`src/rtl/conv_frame_ctrl.sv`:
```
// Frame sequencer for a K=3 rate-1/2 convolutional encoder: clear, info bits, tail flush, G0/G1 phasing.
// Optional rate-2/3 puncturing when CONV_PUNCT_EN is defined.
module conv_frame_ctrl #(
    parameter int LEN_W = 8,
    parameter int TAIL  = 2,
    parameter int GAP   = 1
) (
    input  logic             clk,
    input  logic             rst_n,
    input  logic             start,
    input  logic [LEN_W-1:0] frame_len,
    output logic             busy,
    input  logic             in_bit,
    input  logic             in_valid,
    output logic             in_ready,
    output logic             enc_clr,
    output logic             enc_shift,
    output logic             enc_bit,
    output logic             enc_phase,
    output logic             out_valid,
    output logic             out_sof,
    output logic             out_eof,
    output logic             done
);

    localparam int TW = $clog2(TAIL + 1);
    localparam int GW = (GAP > 1) ? $clog2(GAP) : 1;

    typedef enum logic [2:0] {
        S_IDLE, S_CLEAR, S_LOAD, S_EMIT0, S_EMIT1, S_GAP
    } state_t;

    state_t           state, state_nxt;
    logic [LEN_W-1:0] info_left, info_nxt;
    logic [TW-1:0]    tail_left, tail_nxt;
    logic [GW-1:0]    gap_cnt, gap_nxt;
    // odd_bit: index of the bit currently in the encoder is odd
    logic             odd_bit, odd_nxt;
    logic             first, first_nxt;
    logic             last_bit;

    assign last_bit = (info_left == '0) && (tail_left == '0);

    always_ff @(posedge clk) begin
        if (!rst_n) begin
            state     <= S_IDLE;
            info_left <= '0;
            tail_left <= '0;
            gap_cnt   <= '0;
            odd_bit   <= 1'b0;
            first     <= 1'b0;
        end else begin
            state     <= state_nxt;
            info_left <= info_nxt;
            tail_left <= tail_nxt;
            gap_cnt   <= gap_nxt;
            odd_bit   <= odd_nxt;
            first     <= first_nxt;
        end
    end

    always_comb begin
        state_nxt = state;
        info_nxt  = info_left;
        tail_nxt  = tail_left;
        gap_nxt   = gap_cnt;
        odd_nxt   = odd_bit;
        first_nxt = first;
        busy      = (state != S_IDLE);
        in_ready  = 1'b0;
        enc_clr   = 1'b0;
        enc_shift = 1'b0;
        enc_bit   = 1'b0;
        enc_phase = 1'b0;
        out_valid = 1'b0;
        out_sof   = 1'b0;
        out_eof   = 1'b0;
        done      = 1'b0;
        case (state)
            S_IDLE: begin
                if (start) begin
                    busy      = 1'b1;
                    info_nxt  = frame_len;
                    tail_nxt  = TW'(TAIL);
                    odd_nxt   = 1'b1;  // first shift toggles to index 0
                    first_nxt = 1'b1;
                    state_nxt = S_CLEAR;
                end
            end
            S_CLEAR: begin
                enc_clr = 1'b1;
                if (info_left == '0) begin
                    // empty frame: first tail zero goes in alongside the clear
                    enc_shift = 1'b1;
                    tail_nxt  = tail_left - 1'b1;
                    odd_nxt   = ~odd_bit;
                    state_nxt = S_EMIT0;
                end else begin
                    state_nxt = S_LOAD;
                end
            end
            S_LOAD: begin
                in_ready = 1'b1;
                if (in_valid) begin
                    enc_shift = 1'b1;
                    enc_bit   = in_bit;
                    info_nxt  = info_left - 1'b1;
                    odd_nxt   = ~odd_bit;
                    state_nxt = S_EMIT0;
                end
            end
            S_EMIT0: begin
                out_valid = 1'b1;
                out_sof   = first;
                first_nxt = 1'b0;
`ifdef CONV_PUNCT_EN
                out_eof   = last_bit & odd_bit;
`endif
                state_nxt = S_EMIT1;
            end
            S_EMIT1: begin
                enc_phase = 1'b1;
`ifdef CONV_PUNCT_EN
                out_valid = ~odd_bit;
                out_eof   = last_bit & ~odd_bit;
`else
                out_valid = 1'b1;
                out_eof   = last_bit;
`endif
                // next bit is shifted in the same cycle; output still uses old register
                if (info_left != '0) begin
                    if (in_valid) begin
                        in_ready  = 1'b1;
                        enc_shift = 1'b1;
                        enc_bit   = in_bit;
                        info_nxt  = info_left - 1'b1;
                        odd_nxt   = ~odd_bit;
                        state_nxt = S_EMIT0;
                    end else begin
                        state_nxt = S_LOAD;
                    end
                end else if (tail_left != '0) begin
                    enc_shift = 1'b1;
                    tail_nxt  = tail_left - 1'b1;
                    odd_nxt   = ~odd_bit;
                    state_nxt = S_EMIT0;
                end else begin
                    gap_nxt   = '0;
                    state_nxt = S_GAP;
                end
            end
            S_GAP: begin
                done = (gap_cnt == '0);
                if (gap_cnt == GW'(GAP - 1)) begin
                    gap_nxt   = '0;
                    state_nxt = S_IDLE;
                end else begin
                    gap_nxt = gap_cnt + 1'b1;
                end
            end
            default: state_nxt = S_IDLE;
        endcase
    end

endmodule
```
`config.mk`:
```
export PLATFORM = sky130hd
export DESIGN_NAME = conv_frame_ctrl
export DESIGN_NICKNAME = d
export VERILOG_FILES = /design/src/rtl/conv_frame_ctrl.sv
export SDC_FILE = /design/constraint.sdc
export NUM_CORES = 1
export LEC_CHECK = 0
export CAP_MARGIN = 10
export CELL_PAD_IN_SITES_DETAIL_PLACEMENT = 0
export CELL_PAD_IN_SITES_GLOBAL_PLACEMENT = 1
export CORE_AREA = 2 2 62 64
export DETAILED_ROUTE_END_ITERATION = 8
export DIE_AREA = 0 0 64 66
export PLACE_DENSITY_LB_ADDON = 0.2
export SYNTH_ARGS = -nofsm -noshare
export SYNTH_HDL_FRONTEND = slang
export SYNTH_SLANG_ARGS = --single-unit
```
`constraint.sdc`:
```
create_clock -name clk -period 1.95 [get_ports clk]
set_clock_uncertainty 0.15 [all_clocks]
set_input_delay 0.39 -clock clk [delete_from_list [all_inputs] [get_ports clk]]
set_output_delay 0.39 -clock clk [all_outputs]
set_load 0.01 [all_outputs]
```
======== Word level (Yosys, flattened, before mapping) ========
Index checks and enable logic that the tools add are counted.
word-level totals
  register bits ........................... 15
  input bits .............................. 13
  output and inout bits ................... 10
  word-level logic and storage cells ...... 80
cells by class
  add/sub/neg operators ................... 3
  equality and inequality tests ........... 13
  mux-type cells .......................... 41
  bitwise logic cells ..................... 1
  reduce and logical (&&, ||, !) cells .... 17
operator list
  cell                                                                   count
  8-bit two-way mux                                                      3
  8-bit one-hot mux with 3 select lines                                  1
  1-bit two-way mux                                                      21
  3-bit one-hot mux with 6 select lines                                  1
  2-bit inequality test, second input constant                           8
  3-bit two-way mux                                                      5
  3-bit AND reduction                                                    3
  3-bit nonzero test                                                     3
  8-bit zero test                                                        1
  2-bit two-way mux                                                      4
  1-bit one-hot mux with 2 select lines                                  4
  8-bit nonzero test                                                     1
  8-bit by 1-bit subtractor with 8-bit output, second input constant     1
  3-bit by 2-bit equality test with 1-bit output, second input constant  2
  3-bit equality test, second input constant                             2
  2-bit one-hot mux with 3 select lines                                  1
  2-bit nonzero test                                                     3
  5-bit AND reduction                                                    1
  3-bit by 1-bit equality test with 1-bit output, second input constant  1
  3-bit zero test                                                        1
  1-bit one-hot mux with 3 select lines                                  1
  2-bit zero test                                                        1
  2-bit AND reduction                                                    1
  2-bit OR reduction                                                     1
  other kinds (4)                                                        4

======== Depth between registers and ports, before layout ========
  depth in word-level cells ............... 4
  gate-level depth with buffers ........... 8
  gate-level depth less buffers ........... 6

======== Least setup slack after synthesis ========
Ideal clock, no wire load.
  kind .................................... register -> output
  start point ............................. register info_left[0]
  end point ............................... output enc_shift
  data arrival time ....................... 1686 ps
  data required time ...................... 1410 ps
  path slack .............................. -276 ps
  stages on the path, launching flop included .. 8
  cells stage by stage .................... dfxtp_1 -> inv_1 -> ha_1 -> or4b_1 -> buf_6 -> nor3_2 -> a21oi_1 -> a21oi_1
between the ends
  cells in the longest elaborated chain, start to end .. 3
  elaborated cells on any way between the ends .. 5
  classes of those cells .................. 3 x mux; 2 x reduce/logical
RTL lines
  what                                                          RTL line  source
  from (decl)                                                   34        logic [LEN_W-1:0] info_left, info_nxt;
  from (signal assigned)                                        54        info_left <= info_nxt;
  8-bit nonzero test / 8-bit zero test (equally long branches)  131, 92
  1-bit two-way mux, on equally long branches                   131, 92
  1-bit one-hot mux with 3 select lines *                       79        case (state)
  to (decl)                                                     17        output logic enc_shift,
Mark *: on every way between the ends. The rest lies on a longest branch, timed or not.

======== Worst setup path after layout ========
Same ends and word-level chain as after synthesis.

==> results.md <==
- Post-DP HPWL: 2.89 mm
- Period utilization: 1.23
- Cts hold-fix bufs: 0
- Ratio of cells with drive above 1 in the final layout: 0.449
- Placeable core region: 0.00355 sq mm
- Worst hold endpoint: first
- Post-Layout Cell Count: 264
- Average instance area after synthesis: 7.38 sq um
- RSZ-0062 raised after global routing: yes
- Pins Over Slew Limit: 0
- Fin nets: 233
- Residual overflow from global routing: 0
- Number of buffers inserted during clock tree synthesis: 3
- Clock root buffer: sky130_fd_sc_hd__clkbuf_4
- Post-route antenna net violation count: 0
- Source of the worst register-to-register timing path: info_left[0]
- Number of enable flip-flop cells after synthesis: 0
- Clock transition time at the flip-flop clock pins of the worst setup and hold paths: 0.09 ns
- Sort of element at the start of the critical path: register
- Most frequent cell after synthesis: sky130_fd_sc_hd__nand2_1
- WL/cell: 14.9 um
- Area of the multi-input gates: 913 sq um
- Final Hold Vio Count: 0
- Finished Core Util: 0.535
- Largest stage delay on the critical path: 0.51 ns
- First-pass iteration count of the detailed router: 4
- GR Util All Layers: 0.201
- Sink count of the clock tree: 14
- Post-detailed-routing wire length: 3.94 mm
- Die outline width: 64 um
- Hold Path Origin: first
- Capture point of the worst reg-to-reg path: info_left[0]
- Synthesized flop and latch total: 14
- Summed instance area of the synthesized netlist: 0.00112 sq mm
- TritonCTS clock tree: built
- Area added between synthesis and finish: 69.4%
- Async set or reset register ratio after synthesis: 0
- Number of placement rows: 22
- Initial antenna violation count: 0
- Highest fanout seen on the critical path: 4
- Remaining max-slew budget at the tightest pin: 0.736
- Post-route worst setup slack: -0.451 ns
- Nature of the critical path endpoint: output pin
- Clock H-tree levels: 1
- Number of global-route vias before repair: 1438
- Number of instances in the synthesized netlist: 152
- Cells traversed along the worst timing path: inv_2 > ha_4 > or4b_4 > nor3_4 > o21ai_2 > a21oi_2 > buf_2
- Clock Latency Late Sink: 0.28 ns
- Minimum clock period: 2.40 ns
- Failing checks: negative setup slack
- Pin count of the biggest net entering global routing: 13
- Share of Yosys cell area claimed by the top area cell type: 0.250
- Total die area: 0.00422 sq mm
- Maximum capacitance violations: 0
- Top post-synthesis cells by area: sky130_fd_sc_hd__dfxtp_1 (25%), sky130_fd_sc_hd__nand2_1 (6.4%), sky130_fd_sc_hd__a21oi_1 (6.3%), sky130_fd_sc_hd__nor2_1 (5.0%), sky130_fd_sc_hd__o32ai_1 (4.7%)
- Worst Setup Path Type: reg2out
- Min-Delay Path Class: reg2reg
- First-pass GRT wire length: 6.64 mm
- Worst reg-to-reg setup slack: -0.12 ns
- Number of nets in the synthesized netlist: 167
- 1st-iter DRT viols: 87
- Weighted congestion reported at the end of routability-driven placement: 0.874
- Leakage power summed over all cells: 0.792 nW
- Hold path cells: 2
- Via density: 5.30
- Worst hold slack across all endpoints: 0.332 ns
- Setup Viol. Count Final: 12
- Worst Tran Pin Value: 0.394 ns
- Number of antenna repair diodes: 0
- List of most frequent post-synthesis cells: sky130_fd_sc_hd__nand2_1 (19), sky130_fd_sc_hd__nor2_1 (15), sky130_fd_sc_hd__a21oi_1 (14), sky130_fd_sc_hd__dfxtp_1 (14), sky130_fd_sc_hd__nor3_1 (9)
- Req. time, crit path: 1.41 ns
- Register area: 288 sq um
- Critical path arrival: 1.86 ns
- Worst vdd rail ir drop: 0.655 mV
- Number of port buffers: 22
- Filler cells: 344
- Cell with the largest stage delay on the worst path: sky130_fd_sc_hd__or4b_4
- Starting Density: 0.316
- Count of pins on the block boundary: 23
- Worst r2r path cells: 8
- Share of synthesized area occupied by flip-flops and latches: 0.250
- Total number of vias: 1400
- Maximum clock frequency: 0.417 GHz
- DRC: 0
- Top_reg_cell synth: sky130_fd_sc_hd__dfxtp_1
- Buffers from clock root to sink, at most: 2
- Leading area contributor after synthesis: sky130_fd_sc_hd__dfxtp_1
- Die span in y: 66 um
- Yosys warning total: 0
- Unique cell type count in the Yosys netlist: 44
- Total instance count after detailed placement: 257
- Result of the run: complete, but fails checks
- Total power per unit cell area: 1730 mW/mm^2
==> placed cells by master, fill, tap and decap left out, drive strengths merged, types with 2 or more instances in the layout <==
| master | Yosys | final |
|---|---|---|
| nor3 | 10 | 10 |
| nand2b | 3 | 3 |
| nor2 | 15 | 15 |
| o32ai | 6 | 6 |
| o31a | 2 | 2 |
| inv | 8 | 8 |
| ha | 2 | 2 |
| nand3 | 2 | 2 |
| o21ai | 8 | 8 |
| clkdlybuf4s50 | 0 | 12 |
| dfxtp | 14 | 14 |
| a211oi | 2 | 2 |
| clkbuf | 4 | 5 |
| or3 | 3 | 3 |
| a22oi | 3 | 3 |
| o21a | 2 | 2 |
| and2 | 2 | 2 |
| nor4b | 3 | 3 |
| a21oi | 14 | 14 |
| a2bb2oi | 3 | 3 |
| nand2 | 20 | 20 |
| buf | 7 | 54 |
| dlygate4sd2 | 0 | 2 |
| xnor2 | 2 | 2 |
| clkdlybuf4s15 | 0 | 2 |
==> area by class of cell <==
cell class | instances | share of cell area
multi-input combinational | 118 | 0.481
timing repair buffer | 72 | 0.306
sequential | 14 | 0.152
tap | 48 | 0.0316
inverter | 9 | 0.0178
clock buffer | 3 | 0.0119
==> routing by layer <==
metal  vias to the layer above  wire length [um]  track usage
met1                       674              1670        0.232
met4                         0                34       0.0761
met3                         4               150       0.0324
met2                        33              2080        0.368
met5                         -                 0            0
li1                        689                 -            -
==> cells by family (layout without fill, tap and decap cells) <==
group	Yosys count	after routing	synth area share
AND/OR/NAND/NOR	62	62	0.276
AO/OA/AOI/OAI	51	51	0.340
buffers and inverters	20	84	0.0870
flip-flops	14	14	0.250
adder cells (fa/ha/maj)	2	2	0.0223
XOR/XNOR	2	2	0.0156
multiplexers	1	1	0.00893
==> state kept, by name, summed over array words and instances (netlist names) <==
register and cells:
info_left 8, state 3, tail_left 2, first 1
==> where the power goes <==
group	switching (W)	total (W)	internal (W)	leakage, nW
clock	0.000102	0.000174	0.0000716	0.0138
sequential	0.000107	0.000511	0.000404	0.117
combinational	0.00129	0.00260	0.00131	0.661
total	0.00150	0.00328	0.00179	0.792
==> per-stage QoR <==
stage	TNS [ns]	total power [W]	setup WS (ns)	area, sq um
CTS	-2.04	0.00312	-0.478	1840
floorplan	-0.0729	0.00177	-0.0729	1160
global placement	-3.97	0.00271	-0.528	1720
global route	-3.02	0.00353	-0.544	1900
detailed placement	-3.98	0.00273	-0.573	1720
finish	-1.95	0.00328	-0.451	1900
==> timing repair <==
item                                    CTS  global route
gates cloned                              1             0
setup buffers                             3             1
pin swaps                                 6            12
gates resized for setup                  47            19
endpoints found under the setup margin   19            18
==> worst max-delay path: cells and delay by family, from the launching register on <==
| family | cells | cell delay [ns] |
|---|---|---|
| AND/OR/NAND/NOR | 2 | 0.66 |
| flip-flops | 1 | 0.34 |
| AO/OA/AOI/OAI | 2 | 0.23 |
| buffers and inverters | 2 | 0.22 |
| adder cells (fa/ha/maj) | 1 | 0.13 |
==> worst max-delay path by stage <==
stage / end / slack, ns / start / cells past startpoint
after global routing: enc_shift / -0.54 / info_left[0] / 7
after CTS: enc_shift / -0.48 / info_left[0] / 7
final: enc_shift / -0.45 / info_left[0] / 7
after floorplan: enc_shift / -0.07 / info_left[0] / 7
after global placement: enc_shift / -0.53 / info_left[1] / 7
after detailed placement: enc_shift / -0.57 / info_left[0] / 7
(Power assumes the default switching activity.)
